[src/rtl/muldiv_iter.sv]
// Iterative multiply/divide unit: shift-add multiplier, restoring divider, HI:LO result.
// Latency: WIDTH+1 cycles accept-to-out_valid (multiply is 2 cycles when MULDIV_FAST_MUL_EN is defined).
// Backpressure: in_ready only in IDLE; the result is held in DONE until out_valid && out_ready.
//
// Ports:
//   clk, resetn            - clock (rising edge), asynchronous active-low reset
//   in_valid/in_ready      - request handshake; funct selects MULT/MULTU/DIV/DIVU
//   a, b                   - multiplicand/dividend, multiplier/divisor
//   flush                  - synchronous abort of any in-flight or pending operation
//   out_valid/out_ready    - result handshake; hi/lo hold product high/low or remainder/quotient
//   busy                   - high whenever the unit is not IDLE
//
// Optional feature macro: MULDIV_FAST_MUL_EN (single-cycle combinational multiply).

module muldiv_iter #(
   parameter int WIDTH = 32
) (
   input  logic             clk,
   input  logic             resetn,
   input  logic             in_valid,
   output logic             in_ready,
   input  logic [3:0]       funct,
   input  logic [WIDTH-1:0] a,
   input  logic [WIDTH-1:0] b,
   input  logic             flush,
   output logic             out_valid,
   input  logic             out_ready,
   output logic [WIDTH-1:0] hi,
   output logic [WIDTH-1:0] lo,
   output logic             busy
);

   localparam logic [3:0] F_MULT  = 4'b1011;
   localparam logic [3:0] F_MULTU = 4'b1100;
   localparam logic [3:0] F_DIV   = 4'b1101;
   localparam logic [3:0] F_DIVU  = 4'b1110;

   localparam int CW = (WIDTH > 1) ? $clog2(WIDTH) : 1;
   localparam logic [CW-1:0] CNT_LAST = CW'(WIDTH - 1);

   typedef enum logic [2:0] {
      S_IDLE = 3'd0,
      S_MUL  = 3'd1,
      S_DIV  = 3'd2,
      S_FIX  = 3'd3,
      S_DONE = 3'd4
   } state_t;

   state_t             state_q, state_d;
   logic [CW-1:0]      cnt_q, cnt_d;
   logic [WIDTH-1:0]   ma_q, ma_d;        // |a| for signed ops, a otherwise
   logic [WIDTH-1:0]   mb_q, mb_d;        // |b| for signed ops, b otherwise
   logic [WIDTH-1:0]   a_raw_q, a_raw_d;  // untouched dividend, returned on divide by zero
   logic               neg_res_q, neg_res_d;
   logic               neg_rem_q, neg_rem_d;
   logic               is_div_q, is_div_d;
   // Shared work register.
   //   multiply: {partial product high, multiplier being shifted out / product low}
   //   divide:   {partial remainder, dividend being shifted out / quotient bits shifted in}
   logic [2*WIDTH-1:0] work_q, work_d;
   logic [WIDTH-1:0]   hi_q, hi_d;
   logic [WIDTH-1:0]   lo_q, lo_d;

   // ------------------------------------------------------------------
   // Request decode: magnitudes and result signs
   // ------------------------------------------------------------------
   logic             req_signed;
   logic             req_is_mul;
   logic             req_is_div;
   logic [WIDTH-1:0] abs_a;
   logic [WIDTH-1:0] abs_b;

   always_comb begin
      req_is_mul = (funct == F_MULT) || (funct == F_MULTU);
      req_is_div = (funct == F_DIV)  || (funct == F_DIVU);
      req_signed = (funct == F_MULT) || (funct == F_DIV);
      // The most-negative value negates to itself, which is the correct
      // unsigned magnitude; the divide overflow case relies on this.
      abs_a = (req_signed && a[WIDTH-1]) ? (~a + 1'b1) : a;
      abs_b = (req_signed && b[WIDTH-1]) ? (~b + 1'b1) : b;
   end

   // ------------------------------------------------------------------
   // One multiply step
   // ------------------------------------------------------------------
   logic [2*WIDTH-1:0] mul_next;

`ifdef MULDIV_FAST_MUL_EN
   always_comb begin
      mul_next = {{WIDTH{1'b0}}, ma_q} * {{WIDTH{1'b0}}, mb_q};
   end
`else
   logic [WIDTH-1:0] mul_addend;
   logic [WIDTH:0]   mul_sum;

   always_comb begin
      // LSB of the low half is the current multiplier bit; the carry out of
      // the add becomes the new MSB as the whole register shifts right.
      mul_addend = work_q[0] ? ma_q : '0;
      mul_sum    = {1'b0, work_q[2*WIDTH-1:WIDTH]} + {1'b0, mul_addend};
      mul_next   = {mul_sum, work_q[WIDTH-1:1]};
   end
`endif

   // ------------------------------------------------------------------
   // One restoring divide step
   // ------------------------------------------------------------------
   logic [WIDTH:0]     div_shift;
   logic [WIDTH:0]     div_trial;
   logic               div_qbit;
   logic [WIDTH-1:0]   div_rem;
   logic [2*WIDTH-1:0] div_next;

   always_comb begin
      div_shift = {work_q[2*WIDTH-1:WIDTH], work_q[WIDTH-1]};
      div_trial = div_shift - {1'b0, mb_q};
      // No borrow means the divisor fits: keep the difference, quotient bit 1.
      div_qbit  = ~div_trial[WIDTH];
      div_rem   = div_qbit ? div_trial[WIDTH-1:0] : div_shift[WIDTH-1:0];
      div_next  = {div_rem, work_q[WIDTH-2:0], div_qbit};
   end

   // ------------------------------------------------------------------
   // Sign fix-up and special cases
   // ------------------------------------------------------------------
   logic [2*WIDTH-1:0] prod_fix;
   logic [WIDTH-1:0]   quo_fix;
   logic [WIDTH-1:0]   rem_fix;
   logic               div_by_zero;

   always_comb begin
      prod_fix    = neg_res_q ? (~work_q + 1'b1) : work_q;
      quo_fix     = neg_res_q ? (~work_q[WIDTH-1:0] + 1'b1) : work_q[WIDTH-1:0];
      rem_fix     = neg_rem_q ? (~work_q[2*WIDTH-1:WIDTH] + 1'b1) : work_q[2*WIDTH-1:WIDTH];
      div_by_zero = (mb_q == '0);
   end

   // ------------------------------------------------------------------
   // Next-state logic
   // ------------------------------------------------------------------
   always_comb begin
      state_d   = state_q;
      cnt_d     = cnt_q;
      ma_d      = ma_q;
      mb_d      = mb_q;
      a_raw_d   = a_raw_q;
      neg_res_d = neg_res_q;
      neg_rem_d = neg_rem_q;
      is_div_d  = is_div_q;
      work_d    = work_q;
      hi_d      = hi_q;
      lo_d      = lo_q;

      case (state_q)
         S_IDLE: begin
            if (in_valid) begin
               // Operands are latched for any funct; an invalid one is simply
               // consumed without leaving IDLE.
               ma_d      = abs_a;
               mb_d      = abs_b;
               a_raw_d   = a;
               neg_res_d = req_signed && (a[WIDTH-1] ^ b[WIDTH-1]);
               neg_rem_d = req_signed && a[WIDTH-1];
               is_div_d  = req_is_div;
               cnt_d     = '0;
               if (req_is_mul) begin
                  state_d = S_MUL;
                  work_d  = {{WIDTH{1'b0}}, abs_b};
               end else if (req_is_div) begin
                  state_d = S_DIV;
                  work_d  = {{WIDTH{1'b0}}, abs_a};
               end
            end
         end

         S_MUL: begin
            work_d = mul_next;
`ifdef MULDIV_FAST_MUL_EN
            state_d = S_FIX;
`else
            if (cnt_q == CNT_LAST) begin
               state_d = S_FIX;
               cnt_d   = '0;
            end else begin
               cnt_d = cnt_q + 1'b1;
            end
`endif
         end

         S_DIV: begin
            work_d = div_next;
            if (cnt_q == CNT_LAST) begin
               state_d = S_FIX;
               cnt_d   = '0;
            end else begin
               cnt_d = cnt_q + 1'b1;
            end
         end

         S_FIX: begin
            state_d = S_DONE;
            if (!is_div_q) begin
               hi_d = prod_fix[2*WIDTH-1:WIDTH];
               lo_d = prod_fix[WIDTH-1:0];
            end else if (div_by_zero) begin
               hi_d = a_raw_q;
               lo_d = '1;
            end else begin
               hi_d = rem_fix;
               lo_d = quo_fix;
            end
         end

         S_DONE: begin
            if (out_ready) begin
               state_d = S_IDLE;
            end
         end

         default: begin
            state_d = S_IDLE;
            cnt_d   = '0;
         end
      endcase

      // Flush dominates everything: it blocks an accept, aborts iteration,
      // drops a pending result, and suppresses a FIX-edge write.
      if (flush) begin
         state_d = S_IDLE;
         cnt_d   = '0;
         hi_d    = hi_q;
         lo_d    = lo_q;
      end
   end

   // ------------------------------------------------------------------
   // State registers
   // ------------------------------------------------------------------
   always_ff @(posedge clk or negedge resetn) begin
      if (!resetn) begin
         state_q   <= S_IDLE;
         cnt_q     <= '0;
         ma_q      <= '0;
         mb_q      <= '0;
         a_raw_q   <= '0;
         neg_res_q <= 1'b0;
         neg_rem_q <= 1'b0;
         is_div_q  <= 1'b0;
         work_q    <= '0;
         hi_q      <= '0;
         lo_q      <= '0;
      end else begin
         state_q   <= state_d;
         cnt_q     <= cnt_d;
         ma_q      <= ma_d;
         mb_q      <= mb_d;
         a_raw_q   <= a_raw_d;
         neg_res_q <= neg_res_d;
         neg_rem_q <= neg_rem_d;
         is_div_q  <= is_div_d;
         work_q    <= work_d;
         hi_q      <= hi_d;
         lo_q      <= lo_d;
      end
   end

   // ------------------------------------------------------------------
   // Outputs
   // ------------------------------------------------------------------
   always_comb begin
      in_ready  = (state_q == S_IDLE);
      busy      = (state_q != S_IDLE);
      out_valid = (state_q == S_DONE);
      hi        = hi_q;
      lo        = lo_q;
   end

endmodule
[config.mk]
export PLATFORM = sky130hd
export DESIGN_NAME = muldiv_iter
export DESIGN_NICKNAME = d
export VERILOG_FILES = /design/src/rtl/muldiv_iter.sv
export SDC_FILE = /design/constraint.sdc
export NUM_CORES = 1
export LEC_CHECK = 0
export BUFFER_PORTS_ARGS = -buffer_cell sky130_fd_sc_hd__buf_2
export CELL_PAD_IN_SITES_DETAIL_PLACEMENT = 1
export CELL_PAD_IN_SITES_GLOBAL_PLACEMENT = 2
export CORE_MARGIN = 2
export CORE_UTILIZATION = 41
export CTS_BUF_LIST = sky130_fd_sc_hd__clkbuf_4
export DETAILED_ROUTE_END_ITERATION = 8
export PLACE_DENSITY = 0.93
export SLEW_MARGIN = 25
export SYNTH_ARGS = -nofsm -noshare
export SYNTH_HDL_FRONTEND = slang
export SYNTH_SLANG_ARGS = --single-unit
[constraint.sdc]
create_clock -name clk -period 8.18 [get_ports clk]
set_clock_uncertainty 0.15 [all_clocks]
set_input_delay 1.636 -clock clk [delete_from_list [all_inputs] [get_ports clk]]
set_output_delay 1.636 -clock clk [all_outputs]
set_load 0.01 [all_outputs]
==> impl_metrics.env, run 1 <==
export IMPL_max_freq_mhz=218.9
export IMPL_crit_family="compound AO/OA/AOI/OAI gates"
export IMPL_rows=75
export IMPL_worst_path_buf_inv=2
export IMPL_leakage_nw=8.626
export IMPL_vias=17560
export IMPL_grtUsageTotal_pct=31.12
export IMPL_ys_warn_count=0
export IMPL_ys_ff_latch=234
export IMPL_cts_tree="done"
export IMPL_whs_ns=0.3208
export IMPL_rr_startpoint="work_q[31]"
export IMPL_slew_violations=0
export IMPL_clk_latency_ns=0.84
export IMPL_root_buffer="clkbuf_4"
export IMPL_crit_path_cell_trace="inv_1, ha_1, fa_1, nand2b_1, a21o_1, a211o_1, a21oi_1, o31ai_1, a21oi_1, xor2_4, buf_4, mux2i_1, a221o_1"
export IMPL_coreArea_um2=42040
export IMPL_h_tree_depth=3
export IMPL_synthDistinctLibCells=78
export IMPL_setup_tns_ns=0
export IMPL_wl_um=68430
export IMPL_yosysSeqAreaShare_pct=33.46
export IMPL_final_layout_size_suffix_gt1_share_pct=12.97
export IMPL_synthAdderAreaFrac_pct=5.233
export IMPL_ctsResizeCount=0
export IMPL_min_path_type="flop to flop"
export IMPL_cp_common_cell="a21oi_1"
export IMPL_avgRoutedWirePerCell_um=23.92
export IMPL_cap_violations=0
export IMPL_ant_nets=0
export IMPL_grt_setup_unrepaired="false"
export IMPL_gr_total_overflow=0
export IMPL_syn_nets=2340
export IMPL_drt_pass1_iter_count=5
export IMPL_gp_congestion=0.9098
export IMPL_outcome="completed"
export IMPL_path_class="flop to flop"
export IMPL_synth_xor_area_share_pct=9.359
export IMPL_drc=0
export IMPL_die_h_um=210.6
export IMPL_setup_violations_final=0
export IMPL_synth_area_leaders="dfrtp_1, nand2_1, o21ai_0"
export IMPL_cp_slowest_cell="dfrtp_1"
export IMPL_synth_most_common_cell="nand2_1"
export IMPL_r2r_slack_ns=3.61
export IMPL_power_density_nw_per_um2=454.2
export IMPL_cp_startpoint="work_q[31]"
export IMPL_hpwlAfterDp_um=52070
export IMPL_synth_edff_count=0
export IMPL_arrival_ns=5.11
export IMPL_path_depth=13
export IMPL_r2r_end="work_q[33]"
export IMPL_grt_first_pass_wirelength_um=105900
export IMPL_reg2regPathDepth=13
export IMPL_start_util_pct=41.63
export IMPL_peakVddDrop_uv=188.1
export IMPL_synth_compound_area_share_pct=24.59
export IMPL_vias_per_cell=6.138
export IMPL_drt_initial_drc_count=1537
export IMPL_worst_slew_pin_slew_ns=1.088
export IMPL_synth_top_area_share_pct=33.46
export IMPL_antenna_found_initial=2
export IMPL_clock_sinks=234
export IMPL_boundaryPins=140
export IMPL_worstPathRequired_ns=8.72
export IMPL_nets=2414
export IMPL_grt_max_degree=130
export IMPL_hold_violations=0
export IMPL_numCtsBuffers=71
export IMPL_syn_inst=2195
export IMPL_relSlewSlack_pct=27.47
export IMPL_period_share_pct=55.85
export IMPL_synth_top_area_cell="dfrtp_1"
export IMPL_areaGrowthSynthToFinish_pct=10.82
export IMPL_worstSetupEndpoint="work_q[33]"
export IMPL_cts_setup_buffers=0
export IMPL_io_buffers=139
export IMPL_cts_buffer_depth=3
export IMPL_critPathLaunchType="flop"
export IMPL_synth_avg_cell_area_um2=7.973
export IMPL_yosys_area_share_simple_pct=20.45
export IMPL_ys_flop_type="dfrtp_1"
export IMPL_die_width_um=210.6
export IMPL_synth_top_family_by_area="compound AO/OA/AOI/OAI gates"
export IMPL_grt_pass1_vias=17720
export IMPL_muxShareOfSynthArea_pct=2.016
export IMPL_synth_common_cells="nand2_1, dfrtp_1, o21ai_0, nor2_1, a21oi_1"
export IMPL_cp_slowest_stage_delay_ns=0.54
export IMPL_cts_hold_buf=0
export IMPL_path_clk_slew_ns=0.06
export IMPL_critPathMaxFanout=30
export IMPL_dieArea_um2=44350
export IMPL_end_kind="flop"
export IMPL_syn_cell_area_um2=17500
export IMPL_ys_async_sr_fraction_pct=100.0
export IMPL_finalCriticalPeriod_ns=4.569
## cell type report
class,instances,area [um^2]
fillers,5191,22650
multi-input cells,1738,10850
flip-flops and latches,234,5857
repair buffers,156,865.8
clock buffers,102,765.7
well taps,539,674.4
inverters,68,255.2
clock inverters,23,122.6
diodes,1,2.502
## metal layers
metal | vias up | track usage (%) | wire length [um]
li1 | 8046 | - | -
met1 | 8786 | 43.65 | 30780
met2 | 597 | 47.85 | 30640
met3 | 130 | 4.589 | 4379
met4 | 2 | 13.31 | 2612
met5 | - | 0 | 13
## kinds of logic (layout without fill, tap and decap cells)
kind of cell / after synthesis / count (layout)
AND/OR/NAND/NOR: 763 / 763
other: 0 / 1
flip-flops: 234 / 234
XOR/XNOR: 187 / 187
adder cells (fa/ha/maj): 72 / 72
AO/OA/AOI/OAI: 681 / 681
buffers and inverters: 223 / 349
multiplexers: 35 / 35
## metrics by stage
stage	worst slack (ns)	util, %	std cells	area [um^2]	power, mW
6_report	3.611	46.13	2861	19390	8.809
4_1_cts	3.699	46.06	2859	19360	8.753
2_1_floorplan	3.925	-	2195	17500	5.877
3_5_place_dp	3.154	43.95	2734	18480	7.526
3_3_place_gp	3.374	43.95	2734	18480	7.344
5_1_grt	3.532	46.13	2861	19390	9.506
## state kept, by name (all words and copies together) (netlist names)
register and count:
cnt_q 5, mb_q 32, is_div_q 1, state_q 3, a_raw_q 31, work_q 64
hi 32, neg_rem_q 1, neg_res_q 1, ma_q 32, lo 32
## power by group
part           leakage (nW)  internal, mW  switching, mW
Clock                 0.527         0.604          0.577
Sequential             2.89          1.70          0.778
Combinational          5.20          1.99           3.15
## worst min-delay path by stage
stage,startpoint,endpoint,cells past startpoint,slack [ns]
after CTS,a_raw_q[3],a_raw_q[3],2,0.33
after detailed placement,a_raw_q[3],a_raw_q[3],2,0.31
after global placement,hi[13],hi[13],1,0.30
after global routing,hi[13],hi[13],1,0.34
after floorplan,ma_q[28],ma_q[28],2,0.29
final,hi[2],hi[2],2,0.32
## cell usage in the layout (no fill, tap or decap), types with 46 or more instances in the layout
cell / count
nand2_1: 325
dfrtp_1: 233
o21ai_0: 225
nor2_1: 176
a21oi_1: 144
buf_2: 138
xor2_1: 109
clkbuf_4: 102
xnor2_1: 77
ha_1: 70
inv_1: 68
and2_1: 46
## tightest hold or removal path, delay by kind of cell, from the launching register on
kind	cells	cell delay, ns
and+or+nand+nor	2	0.10
DFF	1	0.33
Note: power is estimated with default switching activity, not from simulation.
==> run 2, diff against run 1 <==
Settings changed: CORE_UTILIZATION 41 to 38, PLACE_DENSITY 0.93 to 0.88.
Clock period 8.18 ns to 4.6 ns, I/O delays scaled along.
==> impl_metrics.env, run 2 (same netlist as run 1, synthesis figures left out) <==
export IMPL_gp_congestion=0.9498
export IMPL_root_buffer="clkbuf_4"
export IMPL_clk_latency_ns=0.80
export IMPL_grt_setup_unrepaired="false"
export IMPL_nets=2452
export IMPL_start_util_pct=38.56
export IMPL_path_clk_slew_ns=0.07
export IMPL_end_kind="flop"
export IMPL_worstPathRequired_ns=5.14
export IMPL_numCtsBuffers=74
export IMPL_dieArea_um2=47790
export IMPL_grt_first_pass_wirelength_um=108500
export IMPL_final_common_cell="nand2_1"
export IMPL_h_tree_depth=3
export IMPL_setup_tns_ns=0
export IMPL_final_layout_size_suffix_gt1_share_pct=14.10
export IMPL_grt_pass1_vias=17690
export IMPL_drc=0
export IMPL_worst_slew_pin_slew_ns=1.052
export IMPL_antenna_found_initial=2
export IMPL_finalPower_mw=16.07
export IMPL_cts_setup_buffers=0
export IMPL_drt_pass1_iter_count=5
export IMPL_vias=17670
export IMPL_wl_um=72090
export IMPL_arrival_ns=4.71
export IMPL_fillCellCount=5593
export IMPL_boundaryPins=140
export IMPL_drt_initial_drc_count=1480
export IMPL_relSlewSlack_pct=29.67
export IMPL_ctsResizeCount=0
export IMPL_cts_hold_buf=1
export IMPL_hold_violations=0
export IMPL_rr_startpoint="work_q[0]"
export IMPL_power_density_nw_per_um2=813.7
export IMPL_path_class="flop to flop"
export IMPL_vias_per_cell=5.999
export IMPL_layout_common_cells="nand2_1, dfrtp_1, o21ai_0"
export IMPL_cts_buffer_depth=3
export IMPL_slew_violations=0
export IMPL_critPathLaunchType="flop"
export IMPL_leakage_nw=8.802
export IMPL_largest_register_ffs=64
export IMPL_finalCriticalPeriod_ns=4.168
export IMPL_clock_sinks=234
export IMPL_coreArea_um2=45380
export IMPL_hpwlAfterDp_um=55450
export IMPL_avgRoutedWirePerCell_um=24.48
export IMPL_rows=78
export IMPL_areaGrowthSynthToFinish_pct=12.85
export IMPL_hp_start="a[28]"
export IMPL_grt_max_degree=96
export IMPL_seqCellArea_um2=5856
export IMPL_io_buffers=139
export IMPL_min_path_type="input port to flop"
export IMPL_max_freq_mhz=239.9
export IMPL_gr_total_overflow=0
export IMPL_cp_startpoint="work_q[0]"
export IMPL_multi_input_area_um2=10850
export IMPL_cts_tree="done"
export IMPL_setup_violations_final=0
export IMPL_ant_nets=0
export IMPL_regMostFlops="work_q"
export IMPL_grtUsageTotal_pct=30.05
export IMPL_peakVddDrop_uv=349.5
export IMPL_outcome="completed"
export IMPL_die_width_um=218.6
export IMPL_cap_violations=0
export IMPL_critPathMaxFanout=21
export IMPL_die_h_um=218.6
export IMPL_period_share_pct=90.62
[run 2: cell count changes in the layout (fill, tap and decap cells not counted), sizes merged]
cell         change
buf             +34
clkinv          -13
clkbuf           -3
diode            +3
bufinv           +2
clkinvlp         -1
dlygate4sd3      +1
[run 2: final cells by class]
cell class                      count  share of cell area [%]
Multi-Input combinational cell   1738                   54.96
Timing Repair Buffer              191                   5.879
Clock buffer                       99                   3.763
Inverter                           68                   1.292
Antenna cell                        4                 0.05068
Sequential cell                   234                   29.65
Tap cell                          600                   3.801
Clock inverter                     11                  0.6082
[run 2: layer usage]
layer	GRT usage, %	part of all wire (%)
met1	41.04	45
met2	47.41	46
met3	5.136	6.2
met4	11.32	3.5
met5	0	0
[run 2: path summary, 6_finish.rpt]
kind	endpoint	slack (ns)	depth (start not counted)
hold / removal	a_raw_q[28]	0.27	3
max in group asynchronous	lo[4]	2.69	4
min in group asynchronous	a_raw_q[6]	0.57	2
hold reg to reg	hi[13]	0.32	1
setup reg to reg	work_q[61]	0.43	11
setup / recovery	work_q[61]	0.43	11
[run 2: critical path: stages, from the launching register on]
cell	delay, ns
dfrtp_1	0.60
and2_1	0.26
ha_1	0.44
and4_1	0.26
or4b_2	0.60
a211oi_1	0.39
nor2_1	0.10
a311o_1	0.35
o31a_1	0.37
o31ai_1	0.31
a221oi_1	0.14
o221ai_1	0.12
[run 2: report_power, final]
part	internal [mW]	switching, mW	total (mW)
clock	1.14	1.00	2.15
combinational	3.71	6.02	9.72
sequential	3.04	1.17	4.20
total	7.88	8.19	16.1
[run 2: through the flow]
step / hold WS [ns] / instances / cell area [um^2] / utilization, % / setup WS [ns]
after floorplan: 0.2881 / 2195 / 17500 / - / 0.8837
after global placement: 0.3036 / 2830 / 18860 / 41.57 / 0.4173
after detailed placement: 0.3143 / 2830 / 18860 / 41.57 / 0.3615
after CTS: 0.2227 / 2941 / 19740 / 43.49 / 0.4742
after global routing: 0.2430 / 2943 / 19750 / 43.51 / 0.1702
final: 0.2672 / 2945 / 19750 / 43.52 / 0.4315
==> run 3, diff against run 2 <==
Settings changed: SETUP_SLACK_MARGIN set to 0.5.
==> impl_metrics.env, run 3 (same netlist as run 1, synthesis figures left out) <==
export IMPL_finalCriticalPeriod_ns=3.991
export IMPL_worst_slew_pin_slew_ns=1.051
export IMPL_path_clk_slew_ns=0.06
export IMPL_met1_usage_pct=41.02
export IMPL_cap_violations=0
export IMPL_rr_startpoint="work_q[31]"
export IMPL_io_buffers=139
export IMPL_end_kind="flop"
export IMPL_p_seq_share_pct=26.1
export IMPL_leakage_nw=8.801
export IMPL_grt_pass1_vias=17690
export IMPL_largest_register_ffs=64
export IMPL_swShare_pct=50.97
export IMPL_die_width_um=218.6
export IMPL_relSlewSlack_pct=29.71
export IMPL_cts_buffer_depth=3
export IMPL_setup_ws_ns=0.6087
export IMPL_gr_total_overflow=0
export IMPL_critPathMaxFanout=19
export IMPL_outcome="completed"
export IMPL_critPathLaunchType="flop"
export IMPL_ant_nets=0
export IMPL_vias_per_cell=6.000
export IMPL_top_usage_layer="met2"
export IMPL_grt_setup_unrepaired="false"
export IMPL_drt_pass1_iter_count=5
export IMPL_root_buffer="clkbuf_4"
export IMPL_cts_tree="done"
export IMPL_drt_initial_drc_count=1502
export IMPL_clock_sinks=234
export IMPL_reg2regPathDepth=13
export IMPL_peakVddDrop_uv=352.3
export IMPL_cts_setup_buffers=0
export IMPL_clk_latency_ns=0.80
export IMPL_setup_tns_ns=0
export IMPL_path_class="flop to flop"
export IMPL_slew_violations=0
export IMPL_nets=2452
export IMPL_r2r_end="work_q[53]"
export IMPL_avgRoutedWirePerCell_um=24.51
export IMPL_areaGrowthSynthToFinish_pct=12.88
export IMPL_final_common_cell="nand2_1"
export IMPL_whs_endpoint="a_raw_q[17]"
export IMPL_grt_use_met3_pct=5.108
export IMPL_max_freq_mhz=250.5
export IMPL_drc=0
export IMPL_finalPower_mw=16.09
export IMPL_hpwlAfterDp_um=55450
export IMPL_vias=17660
export IMPL_antenna_found_initial=2
export IMPL_power_frac_comb_pct=60.6
export IMPL_wl_um=72120
export IMPL_die_h_um=218.6
export IMPL_period_share_pct=86.77
export IMPL_dieArea_um2=47790
export IMPL_start_util_pct=38.56
export IMPL_numCtsBuffers=74
export IMPL_coreArea_um2=45380
export IMPL_whs_ns=0.2663
export IMPL_hold_violations=0
export IMPL_boundaryPins=140
export IMPL_arrival_ns=4.49
export IMPL_layout_common_cells="nand2_1, dfrtp_1, o21ai_0"
export IMPL_p_int_mw=7.888
export IMPL_pre_cts_ws_ns=0.3615
export IMPL_h_tree_depth=3
export IMPL_worstPathRequired_ns=5.10
export IMPL_p_sw_mw=8.198
export IMPL_gp_congestion=0.9498
export IMPL_grt_max_degree=96
export IMPL_rows=78
export IMPL_regMostFlops="work_q"
export IMPL_hp_start="a[17]"
export IMPL_use_met2_pct=47.45
export IMPL_min_path_type="input port to flop"
export IMPL_setup_violations_final=0
export IMPL_power_density_nw_per_um2=814.3
export IMPL_grtUsageTotal_pct=30.05
export IMPL_whs_path_depth=3
export IMPL_r2r_slack_ns=0.61
export IMPL_final_layout_size_suffix_gt1_share_pct=14.22
export IMPL_p_clk_share_pct=13.3
export IMPL_grt_first_pass_wirelength_um=108600
==> run 3: changes by cell type in the layout (fill, tap and decap cells not counted), sizes merged <==
cell,change
diode,-2
==> run 3: power by group through the flow <==
stage / Sequential, mW / Clock [mW] / Combinational, mW
floorplan: 3.70 / 0 / 6.75
global placement: 4.16 / 0 / 9.32
detailed placement: 4.19 / 0 / 9.58
CTS: 4.17 / 2.18 / 9.64
global route: 4.30 / 2.30 / 10.7
finish: 4.20 / 2.14 / 9.74
==> run 3: stage by stage <==
stage	area (um^2)	utilization, %	cells
after floorplan	17500	-	2195
after global placement	18860	41.57	2830
after detailed placement	18860	41.57	2830
after CTS	19740	43.50	2941
after global routing	19760	43.53	2943
final	19760	43.53	2943
==> run 3: critical path, cell delays in order (launching register included) <==
cell	delay [ns]
dfrtp_1	0.41
inv_1	0.15
ha_1	0.26
fa_1	0.42
nand2b_1	0.19
a21o_1	0.24
a211o_1	0.31
a21oi_1	0.30
o31ai_1	0.14
a21oi_2	0.29
xor2_4	0.32
buf_12	0.24
nor2_1	0.08
a221o_1	0.36
==> run 3: worst max-delay path by stage <==
| stage | end | cells past startpoint | from |
|---|---|---|---|
| global placement | work_q[22] | 12 | b[0] |
| floorplan | work_q[59] | 14 | work_q[0] |
| CTS | work_q[53] | 13 | work_q[31] |
| detailed placement | work_q[22] | 12 | b[0] |
| global route | work_q[32] | 9 | work_q[56] |
| finish | work_q[53] | 13 | work_q[31] |
==> run 3: area by class of cell <==
cell class / instances / area (um^2)
fillers: 5596 / 25630
multi-input cells: 1738 / 10860
flip-flops and latches: 234 / 5857
repair buffers: 191 / 1161
well taps: 600 / 750.7
clock buffers: 99 / 743.2
inverters: 68 / 255.2
clock inverters: 11 / 120.1
diodes: 2 / 5.005
==> run 3: repair_timing <==
action | in CTS | in global routing
hold buffers | 1 | 0
hold endpoints to repair | 1 | 0
gates resized for setup | 1 | 2
endpoints found under the setup margin | 1 | 25
==> run 3: metal layers <==
layer / vias to the layer above / part of all wire [%]
li1: 8101 / -
met1: 8870 / 45
met2: 560 / 46
met3: 126 / 6.2
met4: 0 / 3.5
met5: - / 0
